[config.mk]
export PLATFORM = sky130hd
export DESIGN_NAME = multiplier_result_accumulator
export DESIGN_NICKNAME = d
export VERILOG_FILES = /design/src/rtl/multiplier_result_accumulator.sv
export SDC_FILE = /design/constraint.sdc
export NUM_CORES = 1
export LEC_CHECK = 0
export ABC_AREA = 1
export CAP_MARGIN = 30
export CORE_ASPECT_RATIO = 0.8
export CORE_MARGIN = 5
export CORE_UTILIZATION = 46
export CTS_CLUSTER_SIZE = 12
export DETAILED_ROUTE_END_ITERATION = 8
export PLACE_DENSITY = 0.78
export SLEW_MARGIN = 0
export SYNTH_ARGS = -nofsm -noshare
export SYNTH_HDL_FRONTEND = slang
export SYNTH_SLANG_ARGS = --single-unit
export TNS_END_PERCENT = 1
[constraint.sdc]
create_clock -name clk -period 4.7 [get_ports clk]
set_clock_uncertainty 0.15 [all_clocks]
set_input_delay 0.94 -clock clk [delete_from_list [all_inputs] [get_ports clk]]
set_output_delay 0.94 -clock clk [all_outputs]
set_load 0.02 [all_outputs]
[src/rtl/multiplier_result_accumulator.sv]
// Unpacks SIMD multiplier result beats per mode and accumulates per-lane totals
// over a packet, presenting them on a valid/ready output.
//
// state | meaning
// IDLE  | no packet open; next beat leaving S1 starts one and latches mode/sign
// ACCUM | packet open, beats from S1 accumulate into the lane totals
// FINAL | last beat folded in; one cycle before the result is presented
// DONE  | out_valid high, totals held until out_ready
module multiplier_result_accumulator #(
  parameter int ACC_W     = 40,
  parameter bit SATURATE  = 1'b1,
  parameter int MAX_BEATS = 255
) (
  input  logic             clk,
  input  logic             rst_n,
  input  logic             in_valid,
  output logic             in_ready,
  input  logic             in_last,
  input  logic [1:0]       mode,
  input  logic             a_sign,
  input  logic             b_sign,
  input  logic [19:0]      result_0,
  input  logic [19:0]      result_1,
  input  logic [1:0]       result_SIDM_carry,
  output logic             out_valid,
  input  logic             out_ready,
  output logic [ACC_W-1:0] acc_0,
  output logic [ACC_W-1:0] acc_1,
  output logic [7:0]       beat_count,
  output logic             ovf_0,
  output logic             ovf_1,
  output logic             err
);

  typedef enum logic [1:0] {IDLE, ACCUM, FINAL, DONE} state_t;

  state_t state_q, state_d;

  logic        s1_valid, s1_last, s1_s;
  logic [1:0]  s1_mode, s1_carry;
  logic [19:0] s1_r0;
  logic [5:0]  s1_r1h;

  logic [1:0]       pkt_mode;
  logic             pkt_s;
  logic [ACC_W-1:0] acc0_q, acc1_q;
  logic [7:0]       cnt_q;
  logic             ovf0_q, ovf1_q, err_q;

  logic             drain_ok, drain, first, accept, close, beat_err;
  logic [1:0]       dec_mode;
  logic             dec_s;
  logic [20:0]      sum21;
  logic [14:0]      l0_15;
  logic [6:0]       l1_7;
  logic [ACC_W-1:0] lane0, lane1;
  logic [ACC_W:0]   add0, add1;
  logic [7:0]       cnt_next;
  logic             unused_r1;

  assign unused_r1 = ^result_1[13:0];

  // Beats only leave S1 while a packet can absorb them, so a beat captured
  // during FINAL/DONE waits there for the next packet.
  assign drain_ok = (state_q == IDLE) || (state_q == ACCUM);
  assign drain    = s1_valid && drain_ok;
  assign first    = (state_q == IDLE);
  assign in_ready = ~(out_valid & ~out_ready) & ~(s1_valid & (s1_last | ~drain_ok));
  assign accept   = in_valid && in_ready;

  assign dec_mode = first ? s1_mode : pkt_mode;
  assign dec_s    = first ? s1_s : pkt_s;

  always_comb begin
    sum21 = {s1_carry[1], s1_r1h, 14'h0} + {7'h0, s1_r0[13:0]} + {6'h0, s1_carry[0], 14'h0};
    l0_15 = {s1_carry[0], s1_r0[13:0]};
    l1_7  = {s1_carry[1], s1_r1h};
    lane0 = '0;
    lane1 = '0;
    case (dec_mode)
      2'b00: lane0 = dec_s ? ACC_W'($signed(s1_r0)) : ACC_W'(s1_r0);
      2'b01: lane0 = dec_s ? ACC_W'($signed(sum21)) : ACC_W'(sum21);
      2'b10: begin
        lane0 = dec_s ? ACC_W'($signed(l0_15)) : ACC_W'(l0_15);
        lane1 = dec_s ? ACC_W'($signed(l1_7)) : ACC_W'(l1_7);
      end
      default: begin
        lane0 = '0;
        lane1 = '0;
      end
    endcase
  end

  // Returns {overflow, new_total}; the sum is formed one bit wider than the
  // accumulator so the true result is available for the overflow decision.
  function automatic logic [ACC_W:0] add_lane(input logic [ACC_W-1:0] acc,
                                              input logic [ACC_W-1:0] lane,
                                              input logic s);
    logic [ACC_W:0]   sum;
    logic [ACC_W-1:0] sat;
    logic             ovf;
    sum = {s & acc[ACC_W-1], acc} + {s & lane[ACC_W-1], lane};
    if (s) begin
      ovf = sum[ACC_W] ^ sum[ACC_W-1];
      sat = sum[ACC_W] ? {1'b1, {(ACC_W-1){1'b0}}} : {1'b0, {(ACC_W-1){1'b1}}};
    end else begin
      ovf = sum[ACC_W];
      sat = {ACC_W{1'b1}};
    end
    if (ovf && SATURATE) return {1'b1, sat};
    return {ovf, sum[ACC_W-1:0]};
  endfunction

  always_comb begin
    add0     = add_lane(first ? '0 : acc0_q, lane0, dec_s);
    add1     = add_lane(first ? '0 : acc1_q, lane1, dec_s);
    cnt_next = (first ? 8'd0 : cnt_q) + 8'd1;
    close    = s1_last || (cnt_next == 8'(MAX_BEATS));
    beat_err = (s1_mode == 2'b11)
             || (!first && ((s1_mode != pkt_mode) || (s1_s != pkt_s)))
             || (close && !s1_last);
  end

  always_comb begin
    state_d = state_q;
    case (state_q)
      IDLE:    if (drain) state_d = close ? FINAL : ACCUM;
      ACCUM:   if (drain && close) state_d = FINAL;
      FINAL:   state_d = DONE;
      DONE:    if (out_ready) state_d = IDLE;
      default: state_d = IDLE;
    endcase
  end

  always_ff @(posedge clk) begin
    if (!rst_n) begin
      state_q  <= IDLE;
      s1_valid <= 1'b0;
      s1_last  <= 1'b0;
      s1_s     <= 1'b0;
      s1_mode  <= 2'b00;
      s1_carry <= 2'b00;
      s1_r0    <= '0;
      s1_r1h   <= '0;
      pkt_mode <= 2'b00;
      pkt_s    <= 1'b0;
      acc0_q   <= '0;
      acc1_q   <= '0;
      cnt_q    <= '0;
      ovf0_q   <= 1'b0;
      ovf1_q   <= 1'b0;
      err_q    <= 1'b0;
    end else begin
      state_q <= state_d;
      if (accept) begin
        s1_valid <= 1'b1;
        s1_last  <= in_last;
        s1_s     <= a_sign | b_sign;
        s1_mode  <= mode;
        s1_carry <= result_SIDM_carry;
        s1_r0    <= result_0;
        s1_r1h   <= result_1[19:14];
      end else if (drain) begin
        s1_valid <= 1'b0;
      end

      if (drain) begin
        acc0_q <= add0[ACC_W-1:0];
        acc1_q <= add1[ACC_W-1:0];
        ovf0_q <= (!first && ovf0_q) || add0[ACC_W];
        ovf1_q <= (!first && ovf1_q) || add1[ACC_W];
        err_q  <= (!first && err_q) || beat_err;
        cnt_q  <= cnt_next;
        if (first) begin
          pkt_mode <= s1_mode;
          pkt_s    <= s1_s;
        end
      end else if (state_q == DONE && out_ready) begin
        acc0_q <= '0;
        acc1_q <= '0;
        ovf0_q <= 1'b0;
        ovf1_q <= 1'b0;
        err_q  <= 1'b0;
        cnt_q  <= '0;
      end
    end
  end

  assign out_valid  = (state_q == DONE);
  assign acc_0      = acc0_q;
  assign acc_1      = acc1_q;
  assign beat_count = cnt_q;
  assign ovf_0      = ovf0_q;
  assign ovf_1      = ovf1_q;
  assign err        = err_q;

endmodule
==> impl_results.md <==
* Reg2reg setup slack at 0.37 ns
* Mean post-synth cell area at 6.18 sq um
* WL final at 34.2 mm
* Hold Startpoint: s1_r0[0]
* Final net count at 2061
* Vias at 12000
* Initial Utilization at 46.4%
* Met2 wire len at 14.1 mm
* Initial antenna violation count at 0
* Switch Pwr at 2230 uW
* Via density per instance at 5.31
* Lkg Pwr at 0.00620 uW
* CTS Buffer Depth at 2
* Worst r2r dst: acc_0[10]
* Max Clk Rate at 231 MHz
* DRC violations left at 0
* VDD IR max at roughly 0.43 mV
* MaxCap Viol Count at 0
* R2R Path Start: state_q[0]
* Sequential power share at a little over a quarter
* Register area share after synthesis at between 20% and 30%
* CTS tree: built
* Final setup viols at 0
* Combinational group share of total power at a little under half
* Crit Path Class: flop to flop
* Cell area after layout at roughly 14000 sq um
* Hold path cells at 2
* GRT Total Usage at 24.6%
* Fraction of final layout cells sized beyond drive strength 1 at 7.99%
* Final Hold Vio Count at 0
* Met3 wire length at 2.41 mm
* Critical Path RT at 4.91 ns
* Initial DRC Count at 1054
* Highest routed layer: met4
* Row Count at 51
* Post-layout util at 56.0%
* Clock root cell: clkbuf_16
* Die height at 149 microns
* Grt total ovfl at 0
* Slew HR at 48.5%
* Total Die Area at 27500 sq um
* Die width at 184 microns
* Final period util at 92.1%
* Dpl cell area at 12900 sq um
* First-pass iteration count of the detailed router at 5
* H-Tree Level Count at 4
* Worst-Skew Late Latency at 0.44 ns
* Hpwl dp at 25.7 mm
* Synth Flop Type: dfxtp_1
* Clk slew on worst S/H paths at approximately 0.06 ns
* Internal power at 2680 uW
* Worst Setup SP: state_q[0]
* Tmin final at 4.33 ns
* EDFF count, synth at 0
* Crit. End Element: flop
* Mapped cell area at 11200 sq um
* Yosys reg bits at 129
* M1 WL at 17.0 mm
* CTS Buf Count at 17
* Status: finished, final reports clean
* # clock sinks at 129
* Largest net degree at the start of global routing at 53
* Hold EP: s1_r0[0]
* Crit-path max FO at 24
* Antenna Diode Count at 0
* Yosys warnings at 0
* RSZ-0062 raised after global routing: yes
* Routed len/inst at 15.1 microns
* Share of total power in the clock network at 25.4%
* Cells on worst reg2reg path at 25
* Slew Viols, Final at 0
* Area Growth Syn to Fin at 20.9%
* Routability cong. at 0.963
* Least-Margin Pin Slew at approximately 0.77 ns
* Async SR Flop Fraction at 0%
* First-pass GRT wire length at 56.1 mm
* Critical Path AT at 4.54 ns
* Floorplan core area at around 24000 sq um
* Post-Synthesis Cells at 1809
* Vias in the first global route at 11100
* Syn_nets at 1943
* Tightest Hold Check Type: flop to flop
* Sw Share at between 40% and 50%
* # IOs at 144
* Cell variety after synth at 49
* Final ANT Viol Nets at 0
* Power density over cell area at 363 nW/um^2
* Setup crit start kind: flop
* Port buffer count at 129
==> final cells by class <==
cell class | count | area [sq um]
Timing Repair Buffer | 170 | 1660
Fill cell | 2368 | 10600
Clock inverter | 14 | 106
Sequential cell | 129 | 2580
Clock buffer | 18 | 429
Tap cell | 318 | 398
Multi-Input combinational cell | 1337 | 7310
Inverter | 272 | 1030
==> cells by family after synthesis <==
group                      share of synthesized area [%]
adders and majority gates                           9.42
buffers and inverters                               12.2
AOI/OAI and AO/OA                                   18.5
DFF                                                 23.1
xor gates and xnor gates                            6.19
and+or+nand+nor                                     30.7
==> sequential cells by signal, indices dropped and copies added, names as in the netlist <==
signal,count
pkt_s,1
s1_carry,2
acc_0,40
s1_s,1
beat_count,8
ovf_0,1
pkt_mode,2
state_q,2
ovf_1,1
s1_r1h,6
s1_r0,20
s1_mode,2
s1_last,1
s1_valid,1
err,1
acc_1,40
==> routing by layer <==
layer  global-route usage (%)  vias up
met5                        0        -
li1                         -     6077
met4                     6.61        0
met3                     3.91       36
met2                     36.5      441
met1                     36.9     5444
==> power groups by stage <==
stage                     Clock (uW)  Combinational [uW]  Sequential, uW
after detailed placement           0                2290            1330
after global routing            1310                2600            1320
after global placement             0                2230            1330
after floorplan                    0                1570            1380
after CTS                       1270                2310            1310
final                           1240                2350            1310
==> repair_timing <==
item                                    in CTS  in global routing
hold buffers                                 0                  0
resized for setup                            0                 18
buffers inserted                             0                  2
endpoints found under the setup margin       0                 81
==> how the worst max path moves through the flow <==
stage	cells past startpoint	slack (ns)	endpoint
2_1_floorplan	27	0.13	acc_1[28]
3_3_place_gp	25	0.22	acc_1[28]
3_5_place_dp	26	0.07	acc_1[0]
4_1_cts	25	0.04	acc_1[15]
5_1_grt	27	-0.03	acc_1[21]
6_report	25	0.37	acc_0[10]
==> placed cells by master, fill, tap and decap left out, drive strengths merged <==
cell / count
o221ai: 6
o21ai: 86
o21bai: 7
clkinvlp: 6
clkinv: 5
xor2: 42
a311oi: 1
nor4: 1
ha: 81
clkbuf: 18
a21oi: 224
dfxtp: 129
o221a: 1
nor3: 16
inv: 275
xnor2: 37
o211ai: 3
o21a: 4
buf: 41
and2: 1
clkdlybuf4s50: 129
a31oi: 18
and3: 1
a2111oi: 1
a211oi: 4
nor2: 186
nand3b: 2
o31ai: 1
or2: 2
fa: 2
nand3: 140
a21boi: 5
a21o: 8
nand2: 437
nand4: 15
o22ai: 5
==> worst max-delay path, stage by stage, from the launching register on <==
cell	delay, ns
dfxtp_1	0.39
inv_1	0.11
ha_4	0.21
nand2_1	0.11
nand2_4	0.10
nand2_4	0.15
nor2_4	0.07
nor2_4	0.12
nand2_4	0.07
nand2_4	0.20
clkinvlp_4	0.35
ha_1	0.42
a21oi_1	0.22
inv_1	0.07
nand4_1	0.10
nand2_1	0.07
a21oi_1	0.26
nand3_2	0.13
nand3_1	0.09
nand2_1	0.09
nand3_1	0.08
nand2_1	0.06
inv_2	0.21
buf_12	0.21
nand2_1	0.08
a21oi_1	0.13
==> cells in the mapped netlist (all sizes together) (2+ instances only) <==
cell	count	share of area, %
nor2	186	6.7
nor3	16	0.81
nand4	15	0.90
buf	25	1.4
nand3b	2	0.13
dfxtp	129	23
a211oi	4	0.27
or2	2	0.11
a31oi	18	1.0
o211ai	3	0.20
xor2	42	3.3
o22ai	5	0.28
a21boi	5	0.34
nand2	437	15
inv	272	9.2
o21ai	86	3.9
a21o	8	0.54
o221ai	6	0.47
nand3	140	6.6
o21a	4	0.27
ha	81	9.1
clkbuf	46	1.5
xnor2	37	2.9
fa	2	0.36
a21oi	224	10
o21bai	7	0.47
==> per-stage QoR <==
step / power (uW) / hold slack [ns] / setup TNS (ns) / setup WS (ns) / cells
floorplan: 2940 / 0.275 / 0 / 0.132 / 1809
finish: 4900 / 0.305 / 0 / 0.370 / 2258
global route: 5240 / 0.327 / -0.140 / -0.0337 / 2258
CTS: 4880 / 0.308 / 0 / 0.0400 / 2256
global placement: 3560 / 0.295 / 0 / 0.216 / 2223
detailed placement: 3620 / 0.298 / 0 / 0.0723 / 2224
Note: power is estimated with default switching activity, not from simulation.
